[src/rtl/cm3_reset_seq.sv]
// Reset controller: merges POR, external pin, SYSRESETREQ, software and optional watchdog
// requests into an ordered release of NUM_DOMAINS resets. Watchdog built when CM3_RST_WDT_EN is defined.
module cm3_reset_seq #(
   parameter int NUM_DOMAINS = 2,
   parameter int STRETCH     = 15,
   parameter int SYNC_STAGES = 2,
   parameter int WDT_WIDTH   = 16
) (
   input  logic                   CLK,
   input  logic                   PORESET,
   input  logic                   EXT_RESETn,
   input  logic                   SYSRESETREQ,
   input  logic                   SWRESET_REQ,
   input  logic                   CAUSE_CLR,
`ifdef CM3_RST_WDT_EN
   input  logic                   WDT_EN,
   input  logic                   WDT_KICK,
   input  logic [WDT_WIDTH-1:0]   WDT_LOAD,
`endif
   output logic [NUM_DOMAINS-1:0] DOMAIN_RESETn,
   output logic                   RESET_DONE,
   output logic [4:0]             RST_CAUSE
);

   localparam int IDX_W = (NUM_DOMAINS > 1) ? $clog2(NUM_DOMAINS) : 1;
   localparam logic [IDX_W-1:0] LAST_IDX  = IDX_W'(NUM_DOMAINS - 1);
   localparam logic [7:0]       STRETCH_C = 8'(STRETCH);

   generate
      if (NUM_DOMAINS < 1 || NUM_DOMAINS > 8 || STRETCH < 1 || STRETCH > 255 ||
          SYNC_STAGES < 2 || SYNC_STAGES > 4 || WDT_WIDTH < 1) begin : g_bad_param
         $error("cm3_reset_seq: parameter out of range");
      end
   endgenerate

   typedef enum logic [1:0] {
      ST_HOLD = 2'd0,
      ST_STEP = 2'd1,
      ST_RUN  = 2'd2
   } state_t;

   state_t                   state_q, state_d;
   logic [7:0]               cnt_q, cnt_d;
   logic [IDX_W-1:0]         idx_q, idx_d;
   logic [NUM_DOMAINS-1:0]   dom_q, dom_d;
   logic                     done_q, done_d;
   logic [4:0]               cause_q, cause_d;
   logic [SYNC_STAGES-1:0]   sync_q, sync_d;
   logic                     ext_trig;
   logic                     wdt_expire;
   logic                     trig;

   // Pin enters at bit 0; the oldest stage drives the request
   assign sync_d   = {sync_q[SYNC_STAGES-2:0], EXT_RESETn};
   assign ext_trig = ~sync_q[SYNC_STAGES-1];

`ifdef CM3_RST_WDT_EN
   logic [WDT_WIDTH-1:0] wdt_cnt_q, wdt_cnt_d;
   logic                 wdt_armed_q, wdt_armed_d;
   logic                 wdt_en_prev_q, wdt_en_prev_d;
   logic                 wdt_in_run;
   logic                 wdt_reload;

   assign wdt_in_run = (state_q == ST_RUN);
   assign wdt_expire = wdt_in_run & WDT_EN & wdt_armed_q & (wdt_cnt_q == '0);
   assign wdt_reload = (WDT_EN & ~wdt_en_prev_q) | (WDT_KICK & WDT_EN & wdt_armed_q);

   always_comb begin
      wdt_cnt_d     = wdt_cnt_q;
      wdt_armed_d   = wdt_armed_q;
      wdt_en_prev_d = WDT_EN;
      if (wdt_expire) begin
         // One-shot: only a fresh enable edge re-arms
         wdt_armed_d = 1'b0;
      end else if (wdt_reload) begin
         wdt_cnt_d   = WDT_LOAD;
         wdt_armed_d = 1'b1;
      end else if (!wdt_in_run) begin
         wdt_cnt_d = WDT_LOAD;
      end else if (wdt_cnt_q != '0) begin
         wdt_cnt_d = wdt_cnt_q - 1'b1;
      end
   end

   always_ff @(posedge CLK) begin
      if (PORESET) begin
         wdt_cnt_q     <= '0;
         wdt_armed_q   <= 1'b0;
         wdt_en_prev_q <= 1'b0;
      end else begin
         wdt_cnt_q     <= wdt_cnt_d;
         wdt_armed_q   <= wdt_armed_d;
         wdt_en_prev_q <= wdt_en_prev_d;
      end
   end
`else
   assign wdt_expire = 1'b0;
`endif

   assign trig = ext_trig | SYSRESETREQ | SWRESET_REQ | wdt_expire;

   always_comb begin
      state_d = state_q;
      cnt_d   = cnt_q;
      idx_d   = idx_q;
      dom_d   = dom_q;
      done_d  = done_q;
      if (trig) begin
         state_d = ST_HOLD;
         cnt_d   = STRETCH_C;
         idx_d   = '0;
         dom_d   = '0;
         done_d  = 1'b0;
      end else begin
         case (state_q)
            ST_HOLD: begin
               if (cnt_q == 8'd0) begin
                  for (int i = 0; i < NUM_DOMAINS; i++) begin
                     if (idx_q == IDX_W'(i)) dom_d[i] = 1'b1;
                  end
                  if (idx_q == LAST_IDX) begin
                     state_d = ST_RUN;
                     done_d  = 1'b1;
                  end else begin
                     state_d = ST_STEP;
                  end
               end else begin
                  cnt_d = cnt_q - 1'b1;
               end
            end
            ST_STEP: begin
               idx_d   = idx_q + 1'b1;
               cnt_d   = STRETCH_C;
               state_d = ST_HOLD;
            end
            ST_RUN: begin
               done_d = 1'b1;
            end
            default: begin
               state_d = ST_HOLD;
               cnt_d   = STRETCH_C;
               idx_d   = '0;
               dom_d   = '0;
               done_d  = 1'b0;
            end
         endcase
      end
   end

   // A set request outranks a clear arriving in the same cycle
   always_comb begin
      cause_d = (CAUSE_CLR ? 5'b00000 : cause_q) |
                {wdt_expire, SWRESET_REQ, SYSRESETREQ, ext_trig, 1'b0};
   end

   always_ff @(posedge CLK) begin
      if (PORESET) begin
         state_q <= ST_HOLD;
         cnt_q   <= STRETCH_C;
         idx_q   <= '0;
         dom_q   <= '0;
         done_q  <= 1'b0;
         cause_q <= 5'b00001;
         sync_q  <= '1;
      end else begin
         state_q <= state_d;
         cnt_q   <= cnt_d;
         idx_q   <= idx_d;
         dom_q   <= dom_d;
         done_q  <= done_d;
         cause_q <= cause_d;
         sync_q  <= sync_d;
      end
   end

   assign DOMAIN_RESETn = dom_q;
   assign RESET_DONE    = done_q;
   assign RST_CAUSE     = cause_q;

endmodule
[config.mk]
export PLATFORM = sky130hd
export DESIGN_NAME = cm3_reset_seq
export DESIGN_NICKNAME = d
export VERILOG_FILES = /design/src/rtl/cm3_reset_seq.sv
export SDC_FILE = /design/constraint.sdc
export NUM_CORES = 1
export LEC_CHECK = 0
export BUFFER_PORTS_ARGS = -buffer_cell sky130_fd_sc_hd__buf_2
export CORE_AREA = 5 5 49 51
export DETAILED_ROUTE_END_ITERATION = 7
export DIE_AREA = 0 0 54 56
export GPL_TIMING_DRIVEN = 0
export MAX_ROUTING_LAYER = met4
export PLACE_DENSITY = 0.76
export SYNTH_ARGS = -nofsm -noshare
export SYNTH_HDL_FRONTEND = slang
export SYNTH_SLANG_ARGS = --single-unit
[constraint.sdc]
create_clock -name CLK -period 2 [get_ports CLK]
set_input_delay 0.3 -clock CLK [delete_from_list [all_inputs] [get_ports CLK]]
set_output_delay 0.3 -clock CLK [all_outputs]
set_load 0.01 [all_outputs]
---- After elaboration in Yosys (flattened, before gate mapping) ----
Index checks and enable logic that the tools add are counted.
operators by class
  add/sub/neg operators ................... 2
  equal/unequal tests ..................... 6
  mux-type cells .......................... 13
  bitwise operators ....................... 7
  reduce and logical (&&, ||, !) cells .... 10
operator list
  cell                 count
  $pmux 8 s2           1
  $reduce_and 3->1     3
  $logic_not 8->1      1
  $mux 8               1
  $ne 2x2->1 const B   4
  $pmux 2 s2           2
  $sub 8x1->8 const B  1
  $mux 2               3
  $reduce_or 2->1      3
  $mux 5               1
  $or 5x4->5           1
  $not 1->1            4
  $reduce_and 2->1     2
  $mux 1               3
  $pmux 1 s3           1
  $eq 2x1->1 const B   1
  $eq 2x2->1 const B   1
  $logic_not 2->1      1
  $or 1x1->1           2
  $pmux 1 s2           1
  $add 1x1->1 const B  1
storage, ports and cells
  register bits after elaboration ......... 21
  input port bits ......................... 6
  output and inout port bits .............. 8
  logic and storage cells ................. 46

---- Longest topological paths before layout ----
  depth in word-level cells ............... 4
  gate-level depth with buffers ........... 7
  gate-level depth less buffers ........... 6

---- Worst setup path before layout ----
No wires, ideal clock.
  kind .................................... register to register
  from .................................... register state_q[0]
  to ...................................... register cnt_q[5]
  library setup time ...................... 0.072 ns
  arrival time ............................ 1.486 ns
  required time ........................... 1.928 ns
  setup slack ............................. 0.442 ns
  stages on the path, launching flop included .. 7
  path buffers ............................ 0
  period minus slack after synthesis ...... 1.558 ns
  path through ............................ dfxtp_1 > inv_1 > ha_1 > and4bb_4 > and2_2 > or3_1 > a21oi_1
between the ends
  longest elaborated chain between the ends .. 3
  elaborated cells on any way between the ends .. 6
  classes of those cells .................. eq/ne (2); mux (1); bitwise (1); reduce/logical (2)
RTL lines
  item                                                      RTL line  source
  from (decl)                                               42        state_t state_q, state_d;
  from (signal assigned)                                    166       state_q <= state_d;
  $logic_not 2->1 or $eq 2x2->1 (tied branches)             115       case (state_q)
  $ne 2x2->1 (no source line) or $not 1->1 (tied branches)  -
  $reduce_and 2->1 (no source line)                         -
  to (signal assigned)                                      167       cnt_q <= cnt_d;
  to (decl)                                                 43        logic [7:0] cnt_q, cnt_d;
Several ways; a longest one is shown, not always the timed one.
A chain may end at the register's enable or synchronous reset.

---- Final worst setup path ----
Ends and elaborated chain as after synthesis.

==> impl_metrics.yaml <==
route:
  drt_wl_total_um: 1758
  detail_route.iter0.violations: 7
  drt_pass1_iterations: 2
  ant_nets: 0
  routed-via-count: 801
  vias_per_cell: 5.270
  drc_errors: 0
  routedWlPerCell_um: 11.57
die:
  die_h_um: 56
  initial_core_util_pct: 52.11
  rows: 16
  die_area_mm2: 0.003024
  ios: 14
  core_mm2: 0.001902
  dieWidth_um: 54
power:
  p_per_area_mw_per_mm2: 600.2
  p_leak_uw: 0.0004218
  vdd_drop_max_v: 0.0003729
synthesis:
  synth_top_area_cell: "dfxtp_1"
  yosys_warnings: 0
  postSynth.asyncResetShare_pct: 0
  synth-main-ff-cell: "dfxtp_1"
  syn_area_per_cell_um2: 9.091
  yosysSeqAreaShare_pct: 40.40
  syn_nets: 120
  yosysTopAreaCellShare_pct: 40.40
  synthCells: 109
  ys_types: 36
  synth-edff-count: 0
  synth_seq_cells: 20
  yosysMostFrequentCell: "dfxtp_1"
  synth_area_um2: 991.0
  netlist_top_cells_area: "dfxtp_1 (40%), ha_1 (6.3%), nor2_1 (4.2%)"
  yosys-top-cells-count: "dfxtp_1 (20), nor2_1 (11), a21oi_1 (8)"
place:
  place_area_mm2: 0.001085
  pre_cts_ws_ns: 0.3163
  io_buffers: 12
  dp_hpwl_um: 1367
  gp_congestion: 0.8324
layout:
  drive_gt1_share_pct: 24.00
  finalInstanceArea_mm2: 0.001121
  num_antenna_cells: 0
  nets: 137
  area_growth_syn_to_layout_pct: 13.13
sta:
  rsz0062_at_grt: "no"
  setup_tns_ns: 0
  worst_slack_ns: 0.2825
  fmax_ghz: 0.5822
  finalSetupViolCount: 0
  timing.final.crit_share_pct: 85.87
  finalCriticalPeriod_ns: 1.717
  drv_slew: 0
  skew_ns: 0.003360
  worst_pin_slew_ns: 0.5376
  slew_headroom_pct: 63.92
  finalHoldViolCount: 0
clock_network:
  worstSkewPairLatency_ns: 0.29
  cts_sinks: 20
  postCtsSetupBuffers: 0
  cts_buffers: 3
  htree_num_levels: 1
  clock-root-buffer: "clkbuf_4"
  clock_path_buffers: 2
  clk_pin_slew_ns: 0.11
  cts_resized: 0
  postCtsHoldBufs: 0
  cts_tree: "built"
status:
  status: "complete, no violations"
global_route:
  antenna_found_initial: 0
  grt_max_degree: 12
  grt_remaining_overflow: 0
  grt_pass1_vias: 763
  grt_pass1_wl_um: 3229
  gr-usage-all-layers_pct: 14.23
worst_setup_path:
  cp_max_fo: 5
  required_ns: 2.23
  crit_type: "flip-flop to flip-flop"
  end_kind: "flip-flop"
  start_kind: "flip-flop"
  cp_data_arrival_time_ns: 1.94
worst_hold_path:
  worst_hold_path_type: "primary input to flip-flop"
job:
  cap_violations: 0
[cells by family after synthesis]
| family | synth area share [%] |
|---|---|
| compound gates | 16.04 |
| xor+xnor | 2.652 |
| fa+ha+maj | 6.313 |
| buf+inv | 5.302 |
| flops | 40.40 |
| other cells | 0.3784 |
| simple gates | 28.92 |
[metrics by stage]
step / hold WS [ns] / instances / utilization (%) / power [µW]
after floorplan: 0.3691 / 109 / - / 438.8
after global placement: 0.3950 / 148 / 57.04 / 455.2
after detailed placement: 0.3950 / 148 / 57.04 / 455.9
after CTS: 0.1720 / 152 / 58.95 / 686.6
after global routing: 0.1901 / 152 / 58.95 / 710.3
final: 0.1853 / 152 / 58.95 / 672.9
[where the power goes]
part           switching, µW  internal (µW)
Sequential              3.98            406
Clock                    115            111
Combinational           20.3           16.7
Total                    140            533
[path summary, 6_finish.rpt]
check	startpoint	endpoint	slack, ns	cells past startpoint
worst max-delay path	state_q[0]	cnt_q[5]	0.28	6
worst max register to register	state_q[0]	cnt_q[5]	0.28	6
worst min register to register	sync_q[0]	sync_q[1]	0.41	1
worst min-delay path	EXT_RESETn	sync_q[0]	0.19	2
[metal layers]
layer	GRT usage (%)	vias up	share of wire, %
li1	-	419	-
met1	19.21	371	50
met2	20.42	11	47
met3	3.217	0	3.3
met4	5.338	0	0
met5	-	-	0
[placed cells by master (no fill, tap or decap), types with 3 or more instances in the layout]
cell type,instances
xnor2_1,3
or2_2,3
nand2_1,7
buf_2,12
or3_1,3
inv_1,6
o21ai_0,6
nor2_1,11
nand3_1,5
dfxtp_1,20
nor4_1,3
a21oi_1,8
clkbuf_4,3
ha_1,5
[registers in the layout (all words and copies together) (netlist names)]
name,count
DOMAIN_RESETn,2
RESET_DONE,1
RST_CAUSE,4
cnt_q,8
idx_q,1
state_q,2
sync_q,2
[worst max-delay path: stages (launching register included)]
cell	delay, ns
dfxtp_1	0.40
inv_1	0.08
ha_1	0.23
and4bb_4	0.23
and2_2	0.22
or3_1	0.35
a21oi_1	0.14
[layout make-up]
cell class / instances / area [µm²]
timing repair buffer: 12 / 60.06
multi-input combinational: 79 / 538.0
fill: 160 / 780.7
clock buffer: 4 / 36.28
sequential: 20 / 400.4
inverter: 6 / 22.52
buffer: 4 / 30.03
tap: 27 / 33.78
(Power assumes the default switching activity.)
